`config.mk`:
```
export PLATFORM = sky130hd
export DESIGN_NAME = booth_r4_seq_mul
export DESIGN_NICKNAME = d
export VERILOG_FILES = /design/src/rtl/booth_r4_seq_mul_pkg.sv /design/src/rtl/booth_r4_digit_pp.sv /design/src/rtl/booth_r4_seq_mul.sv
export SDC_FILE = /design/constraint.sdc
export NUM_CORES = 1
export LEC_CHECK = 0
export CORE_AREA = 2 2 207 148
export CTS_BUF_LIST = sky130_fd_sc_hd__clkbuf_16
export DETAILED_ROUTE_END_ITERATION = 10
export DIE_AREA = 0 0 209 150
export GPL_TIMING_DRIVEN = 0
export HOLD_SLACK_MARGIN = 0.08
export PLACE_DENSITY = 0.76
export SYNTH_ARGS = -nofsm -noshare
export SYNTH_HDL_FRONTEND = slang
export SYNTH_SLANG_ARGS = --single-unit
```
`constraint.sdc`:
```
create_clock -name clk -period 7.65 [get_ports clk]
set_input_delay 0.765 -clock clk [delete_from_list [all_inputs] [get_ports clk]]
set_output_delay 0.765 -clock clk [all_outputs]
set_load 0.05 [all_outputs]
```
`src/rtl/booth_r4_seq_mul_pkg.sv`:
```
// Shared types and constants for the radix-4 Booth sequential multiplier.
package booth_r4_seq_mul_pkg;

    localparam int ITERS = 17;
    localparam int OPW   = 32;
    localparam int PRODW = 64;

    typedef enum logic [1:0] {
        IDLE = 2'd0,
        ITER = 2'd1,
        DONE = 2'd2
    } state_t;

    typedef struct packed {
        logic neg;
        logic one;
        logic two;
    } booth_dig_t;

    // {b[2i+1], b[2i], b[2i-1]} -> one-hot magnitude plus sign; 000/111 give all-zero
    function automatic booth_dig_t booth_recode(input logic [2:0] bits);
        booth_dig_t d;
        d.neg = bits[2] & ~(bits[1] & bits[0]);
        d.one = bits[1] ^ bits[0];
        d.two = (bits == 3'b011) || (bits == 3'b100);
        return d;
    endfunction

endpackage

```
`src/rtl/booth_r4_digit_pp.sv`:
```
// Combinational radix-4 Booth partial product: recodes 3 multiplier bits and scales M.
module booth_r4_digit_pp
    import booth_r4_seq_mul_pkg::*;
(
    input  logic [2:0]         i_bits,
    input  logic [32:0]        i_m,
    output logic signed [34:0] o_pp
);

    booth_dig_t  w_dig;
    logic [34:0] w_mag;

    always_comb begin
        w_dig = booth_recode(i_bits);
        w_mag = '0;
        if (w_dig.one)
            w_mag = {{2{i_m[32]}}, i_m};
        else if (w_dig.two)
            w_mag = {i_m[32], i_m, 1'b0};
        // -2*(-2^32) = 2^33 still fits in 35 signed bits
        o_pp = w_dig.neg ? -w_mag : w_mag;
    end

endmodule

```
`src/rtl/booth_r4_seq_mul.sv`:
```
// Iterative radix-4 Booth 32x32 multiplier, one digit per cycle, signed/unsigned per op.
// Optional BOOTH_SEQ_EARLY_TERM_EN: stop once all remaining Booth digits are zero.
module booth_r4_seq_mul
    import booth_r4_seq_mul_pkg::*;
(
    input  logic        clk,
    input  logic        rst,
    input  logic        in_valid,
    output logic        in_ready,
    input  logic [31:0] mulcand,
    input  logic [31:0] mulplier,
    input  logic        sign,
    output logic        out_valid,
    input  logic        out_ready,
    output logic [63:0] result,
    output logic        busy
);

    state_t             r_state;
    state_t             w_state_nxt;
    logic [34:0]        r_b;        // {b[33:0], b[-1]}, arithmetic-shifted right 2 per digit
    logic [32:0]        r_m;
    logic [PRODW-1:0]   r_acc;
    logic [4:0]         r_cnt;
    logic signed [34:0] w_pp;
    logic [PRODW-1:0]   w_pp_sh;
    logic               w_last;

    booth_r4_digit_pp u_pp (
        .i_bits (r_b[2:0]),
        .i_m    (r_m),
        .o_pp   (w_pp)
    );

    assign w_pp_sh = {{29{w_pp[34]}}, w_pp} << {r_cnt, 1'b0};

`ifdef BOOTH_SEQ_EARLY_TERM_EN
    // r_b[34:2] holds b[33:2i+1] padded with b[33]; uniform means every later digit is 0
    assign w_last = (r_cnt == 5'(ITERS - 1)) || (&r_b[34:2]) || ~(|r_b[34:2]);
`else
    assign w_last = (r_cnt == 5'(ITERS - 1));
`endif

    always_ff @(posedge clk) begin
        if (rst) r_state <= IDLE;
        else     r_state <= w_state_nxt;
    end

    always_comb begin
        w_state_nxt = r_state;
        case (r_state)
            IDLE:    if (in_valid)  w_state_nxt = ITER;
            ITER:    if (w_last)    w_state_nxt = DONE;
            DONE:    if (out_ready) w_state_nxt = IDLE;
            default: w_state_nxt = IDLE;
        endcase
    end

    always_comb begin
        in_ready  = (r_state == IDLE);
        busy      = (r_state == ITER);
        out_valid = (r_state == DONE);
        result    = r_acc;
    end

    always_ff @(posedge clk) begin
        if (rst) begin
            r_b   <= '0;
            r_m   <= '0;
            r_acc <= '0;
            r_cnt <= '0;
        end else begin
            case (r_state)
                IDLE: if (in_valid) begin
                    r_b   <= {{2{sign & mulplier[31]}}, mulplier, 1'b0};
                    r_m   <= {sign & mulcand[31], mulcand};
                    r_acc <= '0;
                    r_cnt <= '0;
                end
                ITER: begin
                    r_acc <= r_acc + w_pp_sh;
                    r_cnt <= r_cnt + 5'd1;
                    r_b   <= {{2{r_b[34]}}, r_b[34:2]};
                end
                default: ;
            endcase
        end
    end

endmodule

```
==> flow_summary.toml, run 1 <==
[finish]
drive_gt1_share_pct = 8.37
fin_nets = 2105
area_growth_pct = 21.5
final_core_util_pct = 53.5
stdcell_count = 2357

[synthesis]
yosysTopAreaCellShare_pct = 21.4
synth_nets = 1945
yosysSeqAreaShare_pct = 21.4
synth_seq_cells = 139
yosysMostFrequentCell = "nand2_1"
synthDistinctLibCells = 86
ys_warn_count = 0
synth_edf_count = 0
synthTopCellsByArea = "dfxtp_1, a21oi_1, ha_1"
syn_avg_cell_area_um2 = 7.23
syn_inst = 1798
synthArstFlopShare_pct = 0
dominantRegCellSynth = "dfxtp_1"
synth_top_area_cell = "dfxtp_1"
ys_top_cells_by_count = "nand2_1, a21oi_1, nor2_1"
synth_area_um2 = 13000

[routing]
num_vias = 15123
drt-initial-drc-count = 2017
via_per_inst = 6.42
firstDrtPassIters = 6
drc = 0
ant_nets = 0
routed_wl_um = 53500
post_drt_wl_per_cell_um = 22.7

[timing]
setup_viol = 0
fin_crit_ns = 7.41
finalWorstSetupSlack_ns = 0.235
hold_viol_final = 0
fin_worst_skew_ns = 0.0259
tns_ns = 0
drv_slew = 0
fin_crit_sh_pct = 96.9
rsz0062_at_grt = "false"
tightest_slew_ns = 1.22
whs_ns = 0.462
fmax_ghz = 0.135
slew_headroom_pct = 18.4

[pwr]
power.density_nw_per_um2 = 159
leakage_uw = 0.00635
ir_drop_mv = 0.130

[clocking]
clockBufferDepth = 2
h-tree-depth = 4
clkTransAtPathRegs_ns = 0.07
cts-buffers-inserted = 17
cts_tree = "done"
hold_buffers = 0
cts-root-buf = "clkbuf_16"
clk_latency_ns = 0.48
cts.sinks = 139

[min_path]
holdPathStages = 2
min_to = "r_b[15]"
min_from = "r_b[15]"
hp-class = "reg -> reg"

[global_route]
grt_max_degree = 20
grt-ovfl-total = 0
grt_util_all_layers_pct = 34.0
grt_pass1_vias = 13675
grt_pass1_wl_um = 81800
antenna_found_initial = 0

[placed_design]
dp.cells = 2317
place_congestion = 1.01
hpwl_um = 42200
io_buffers = 134
dp_slack_ns = -1.87

[worst_setup_path]
rrSetupSlack_ns = 0.24
worst_setup_path_start_kind = "register"
cp.arrival_ns = 7.77
r2r_cells = 27
endpoint_kind = "register"
worstPathRequired_ns = 8.00
worst-path-max-fanout = 10
worstReg2RegStart = "r_b[0]"
crit_type = "reg -> reg"
r2r_end = "result[51]"

[floorplan]
die_w_um = 209
pin_count = 136
initial_utilization_pct = 44.0
fp-row-count = 53
die_h_um = 150
core_area_um2 = 29500
die-area_um2 = 31400

[flow_run]
max-cap-violations = 0

[run_status]
outcome = "completed"
==> critical path, cell delays in order, from the launching register on <==
cell,delay (ns)
dfxtp_1,0.36
inv_1,0.08
ha_4,0.29
buf_6,0.15
buf_6,0.16
buf_2,0.28
buf_2,0.35
clkbuf_1,0.53
o32ai_1,0.20
a31oi_1,0.23
xnor2_1,0.17
nor2_1,0.06
a21oi_1,0.28
mux2i_2,0.17
mux2_4,0.34
nor2_4,0.21
ha_1,0.36
a21oi_1,0.30
o21ai_0,0.19
a2111oi_2,0.41
a21oi_2,0.19
o21ai_0,0.34
nand2b_1,0.18
a21o_1,0.25
a41oi_1,0.58
o31ai_1,0.20
mux2i_1,0.15
a211o_1,0.27
==> power by group <==
group          switching [uW]  internal, uW  total, uW
Combinational             559           305        864
Sequential               41.6           761        803
Clock                     408           427        835
==> cell families after synthesis <==
family,Yosys count,share of synthesized area (%)
compound gates,637,32.1
simple gates,622,21.8
buf+inv,166,5.02
flops,139,21.4
xor+xnor,80,5.39
fa+ha+maj,78,7.57
mux,76,6.74
==> worst max path at each step <==
stage | start | to | slack, ns | depth (start not counted)
floorplan | r_b[0] | result[63] | 0.53 | 31
global placement | r_b[0] | result[63] | -1.90 | 32
detailed placement | r_b[0] | result[63] | -1.87 | 32
CTS | r_b[0] | result[63] | 0.01 | 32
global route | r_b[0] | result[51] | 0.007 | 34
finish | r_b[0] | result[51] | 0.24 | 27
==> metal layers <==
layer | up-vias | routed length [um] | GRT usage, % | part of all wire [%]
met5 | - | 0 | 0 | 0
met4 | 0 | 657 | 6.11 | 1.2
met3 | 69 | 6690 | 10.8 | 13
met2 | 881 | 20800 | 46.7 | 39
met1 | 7206 | 25400 | 51.1 | 47
li1 | 6967 | - | - | -
==> flip-flops by register name, indices dropped and copies added (netlist names) <==
| signal | count |
|---|---|
| r_cnt | 5 |
| result | 64 |
| r_state | 2 |
| r_m | 33 |
| r_b | 35 |
==> through the flow <==
stage	power, uW	instance area (um^2)
2_1_floorplan	1340	13000
3_3_place_gp	1610	14800
3_5_place_dp	1610	14800
4_1_cts	2460	15600
5_1_grt	2610	15800
6_report	2500	15800
==> area by class of cell <==
| class | count | area, um^2 |
|---|---|---|
| diodes | 1 | 2.50 |
| plain buffers | 128 | 546 |
| clock buffers | 17 | 425 |
| clock inverters | 15 | 134 |
| fillers | 2930 | 13700 |
| inverters | 37 | 139 |
| multi-input cells | 1493 | 9870 |
| flip-flops and latches | 139 | 2780 |
| well taps | 385 | 482 |
| repair buffers | 142 | 1400 |
==> cells in the final DEF, fill, tap and decap left out, drive strengths merged, types with 13 or more instances in the layout <==
cell,instances
a211oi,23
o21ai,102
a22oi,57
clkdlybuf4s50,134
nand3,60
nor2,162
nor3,27
buf,31
inv,45
o31ai,13
xnor2,49
a22o,21
ha,77
o21a,13
mux2i,47
mux2,22
nand4,19
dfxtp,139
nand2,241
clkbuf,122
a21o,46
a21oi,215
and2,22
nand2b,16
a31oi,26
xor2,31
o211ai,13
==> timing repair <==
action,4_1_cts,5_1_grt
gates resized for setup,47,46
pin swaps,2,8
buffers inserted,3,5
endpoints found under the setup margin,41,18
gates cloned,0,0
Power figures use the tool's default switching activity.
==> run 2, diff against run 1 <==
Settings changed: CORE_AREA 2 2 207 148 to 4 4 209 150, DIE_AREA 0 0 209 150 to 0 0 213 154.
==> run 2 against run 1 <==
Against the previous run:
- utilization rose by 0.29 points
- first-iteration DRC count rose by 3.3%
- wire length rose by 0.66%
- combinational power rose by 0.7%
- clock-buffer cell count did not move
==> flow_summary.toml, run 2 (same netlist as run 1, synthesis figures left out) <==
[run_status]
outcome = "completed"

[global_route]
grt_max_degree = 20
antenna_found_initial = 0
grt-ovfl-total = 0
grt_util_all_layers_pct = 31.9
grt_pass1_wl_um = 82200
grt_pass1_vias = 14037

[timing]
fin_crit_ns = 7.47
tightest_slew_ns = 1.16
drv_slew = 0
fin_crit_sh_pct = 97.6
whs_ns = 0.457
fmax_ghz = 0.134
setup_viol = 0
tns_ns = 0
fin_worst_skew_ns = 0.0152
slew_headroom_pct = 22.1
hold_viol_final = 0

[worst_setup_path]
r2r_end = "result[63]"
cp-endpoint = "result[63]"
crit_buf_inv = 8
worst_setup_path_start_kind = "register"
worstSetupStartpoint = "r_b[0]"
worstPathRequired_ns = 7.99
endpoint_kind = "register"
crit_type = "reg -> reg"
cp_slowest_stage_delay_ns = 0.54
r2r_cells = 33
cpLargestDelayFamily = "compound AO/OA/AOI/OAI gates"
rrSetupSlack_ns = 0.18
cp.arrival_ns = 7.81
crit_slowest_cell = "or4_1"
cp.depth = 33
worst-path-max-fanout = 10
worstReg2RegStart = "r_b[0]"

[pwr]
leakage_uw = 0.00638
ir_drop_mv = 0.140
power.density_nw_per_um2 = 160
finalPower_uw = 2540

[flow_run]
max-cap-violations = 0

[floorplan]
die-area_um2 = 32800
pin_count = 136
fp-row-count = 53
die_w_um = 213
core_area_um2 = 29500
initial_utilization_pct = 44.0
die_h_um = 154

[clocking]
clk_latency_ns = 0.46
cts-root-buf = "clkbuf_16"
clockBufferDepth = 2
clkTransAtPathRegs_ns = 0.06
hold_buffers = 0
cts.sinks = 139
cts_tree = "done"
h-tree-depth = 4
cts-buffers-inserted = 17

[finish]
num-fill-cells = 2872
fin_nets = 2109
mostFrequentLayoutCell = "nand2_1"
final_cell_mix = "nand2_1, a21oi_1, nor2_1"
area_growth_pct = 22.1
drive_gt1_share_pct = 8.86
largest_reg_flops = 64
diodes = 0
stdcell_area_um2 = 15900
final_core_util_pct = 53.8

[placed_design]
place_area_um2 = 14800
hpwl_um = 42300
place_congestion = 1.04
io_buffers = 134

[routing]
post_drt_wl_per_cell_um = 22.8
routed_wl_um = 53800
num_vias = 15139
firstDrtPassIters = 6
drt-initial-drc-count = 2084
via_per_inst = 6.41
ant_nets = 0
drc = 0

[min_path]
hp-class = "reg -> reg"
[run 2: timing repair]
item | 4_1_cts | 5_1_grt
pin swaps | 3 | 10
gates resized for setup | 43 | 52
endpoints found under the setup margin | 41 | 18
cloned | 0 | 0
buffers inserted | 3 | 14
[run 2: report_power, final]
group / leakage (uW) / internal [uW] / switching, uW / total [uW]
Clock: 0.000278 / 461 / 407 / 868
Sequential: 0.00113 / 761 / 41.5 / 803
Combinational: 0.00497 / 311 / 559 / 870
Total: 0.00638 / 1530 / 1010 / 2540
[run 2: metal layers]
metal	share of wire (%)	up-vias	global-route usage (%)	routed length, um
met1	46	7233	48.4	24800
li1	-	6972	-	-
met5	0.13	-	0	69
met4	1.6	2	6.35	848
met2	39	853	42.1	20900
met3	13	79	12.6	7240
[run 2: metrics by stage]
| stage | setup WS, ns | instances |
|---|---|---|
| 6_report | 0.184 | 2360 |
| 5_1_grt | -0.0186 | 2360 |
| 4_1_cts | 0.0137 | 2351 |
| 3_5_place_dp | -1.83 | 2317 |
| 3_3_place_gp | -1.77 | 2317 |
| 2_1_floorplan | 0.532 | 1798 |
[run 2: worst min-delay path by stage]
stage	cells past startpoint	start	slack, ns	endpoint
floorplan	1	r_state[1]	0.43	r_state[0]
global placement	1	r_state[1]	0.44	r_state[0]
detailed placement	2	r_b[13]	0.45	r_b[13]
CTS	2	r_b[13]	0.46	r_b[13]
global route	2	r_b[32]	0.47	r_b[32]
finish	1	r_state[1]	0.46	r_state[0]
[run 2: cell type report]
class,count,area [um^2],area share (%)
Buffer,123,518,3.26
Inverter,37,139,0.875
Tap cell,385,482,3.04
Sequential cell,139,2780,17.5
Clock inverter,15,155,0.978
Clock buffer,17,425,2.68
Timing Repair Buffer,151,1470,9.26
Multi-Input combinational cell,1493,9900,62.4
==> run 3, diff against run 2 <==
Settings changed: SKIP_CTS_REPAIR_TIMING set to 1.
==> run 3 against run 2 <==
Against the previous run:
- sequential share of layout area decreased by 0.16 points
- wire length increased by 0.45%
- maximum frequency decreased by 1.4%
- critical path depth unchanged
- setup slack got worse by 0.11 ns
- clock skew decreased by 0.00058 ns
- power increased by 0.65%
- utilization increased by 0.52 points
- global-route usage decreased by 0.14 points
- non-clock buffer count increased by 2
- critical endpoint unchanged
- largest cell class unchanged
- highest routed layer unchanged
==> flow_summary.toml, run 3 (same netlist as run 1, synthesis figures left out) <==
[run_status]
outcome = "completed"

[worst_setup_path]
worstPathRequired_ns = 7.99
crit_slowest_cell = "a2111oi_4"
cp_slowest_stage_delay_ns = 0.62
worst-path-max-fanout = 10
r2r_cells = 33
cp.arrival_ns = 7.91
crit_type = "reg -> reg"
worst_setup_path_start_kind = "register"
endpoint_kind = "register"

[routing]
drc = 0
post_drt_wl_per_cell_um = 22.9
routed_wl_um = 54100
ant_nets = 0
num_vias = 15226
drt-initial-drc-count = 2277
via_per_inst = 6.45
firstDrtPassIters = 9

[finish]
seqCellArea_um2 = 2780
mostFrequentLayoutCell = "nand2_1"
num-fill-cells = 2841
diodes = 0
final_cell_mix = "nand2_1, a21oi_1, nor2_1"
area_growth_pct = 23.3
final_core_util_pct = 54.3
drive_gt1_share_pct = 10.2
multi_input_area_um2 = 10000
largest_reg_flops = 64
fin_nets = 2111

[clocking]
cts-root-buf = "clkbuf_16"
cts-buffers-inserted = 17
clk_latency_ns = 0.46
clkTransAtPathRegs_ns = 0.06
h-tree-depth = 4
clockBufferDepth = 2
cts_tree = "done"
cts.sinks = 139

[pwr]
leakage_uw = 0.00640
ir_drop_mv = 0.114
finalPower_uw = 2560
power.density_nw_per_um2 = 160

[min_path]
hp-class = "reg -> reg"
holdPathStages = 1

[global_route]
grt_pass1_wl_um = 81900
grt_util_all_layers_pct = 31.8
antenna_found_initial = 0
grt_max_degree = 17
grt_pass1_vias = 13852
grt-ovfl-total = 0

[placed_design]
place_congestion = 1.04
dp_slack_ns = -1.83
io_buffers = 134
hpwl_um = 42300

[timing]
fin_crit_ns = 7.57
fin_crit_sh_pct = 99.0
slew_headroom_pct = 20.6
hold_viol_final = 0
finalWorstSetupSlack_ns = 0.0759
drv_slew = 0
setup_viol = 0
tightest_slew_ns = 1.19
fmax_ghz = 0.132
fin_worst_skew_ns = 0.0146

[floorplan]
core_area_um2 = 29500
initial_utilization_pct = 44.0
die_h_um = 154
fp-row-count = 53
die_w_um = 213
die-area_um2 = 32800
pin_count = 136

[flow_run]
max-cap-violations = 0
## run 3: critical path: cells and delay by family (launching register included)
| family | cells | cell delay [ns] |
|---|---|---|
| xor+xnor | 2 | 0.42 |
| simple gates | 9 | 1.83 |
| mux | 2 | 0.61 |
| flops | 1 | 0.35 |
| compound gates | 9 | 2.22 |
| buf+inv | 8 | 1.13 |
| fa+ha+maj | 3 | 0.85 |
## run 3: report_power, final
part	internal, uW	switching [uW]	leakage, uW
clock	461	406	0.000278
combinational	319	567	0.00499
sequential	761	42.1	0.00113
## run 3: metrics by stage
| stage | instances | hold slack (ns) | setup TNS [ns] | cell area, um^2 |
|---|---|---|---|---|
| finish | 2362 | 0.456 | 0 | 16000 |
| global route | 2362 | 0.473 | -0.0274 | 16000 |
| CTS | 2349 | 0.457 | -35.66 | 15400 |
| detailed placement | 2317 | 0.447 | -34.40 | 14800 |
| global placement | 2317 | 0.440 | -34.64 | 14800 |
| floorplan | 1798 | 0.428 | 0 | 13000 |
## run 3: cell type report
type | instances | share of cell area [%]
multi-input cells | 1493 | 62.6
well taps | 385 | 3.01
flip-flops and latches | 139 | 17.4
repair buffers | 150 | 9.12
plain buffers | 126 | 3.44
clock inverters | 15 | 0.968
inverters | 37 | 0.867
clock buffers | 17 | 2.66
## run 3: routing by layer
layer	global-route usage, %	wire, um	vias up	share of wire (%)
met1	49.1	24900	7230	46
met4	5.67	748	2	1.4
met5	0	82	-	0.15
met2	42.1	20800	951	39
met3	11.2	7530	69	14
li1	-	-	6974	-
## run 3: path summary, 6_finish.rpt
check | from | endpoint | slack, ns
setup / recovery | r_b[0] | result[63] | 0.08
setup reg to reg | r_b[0] | result[63] | 0.08
hold / removal | r_state[1] | r_state[0] | 0.46
hold reg to reg | r_state[1] | r_state[0] | 0.46
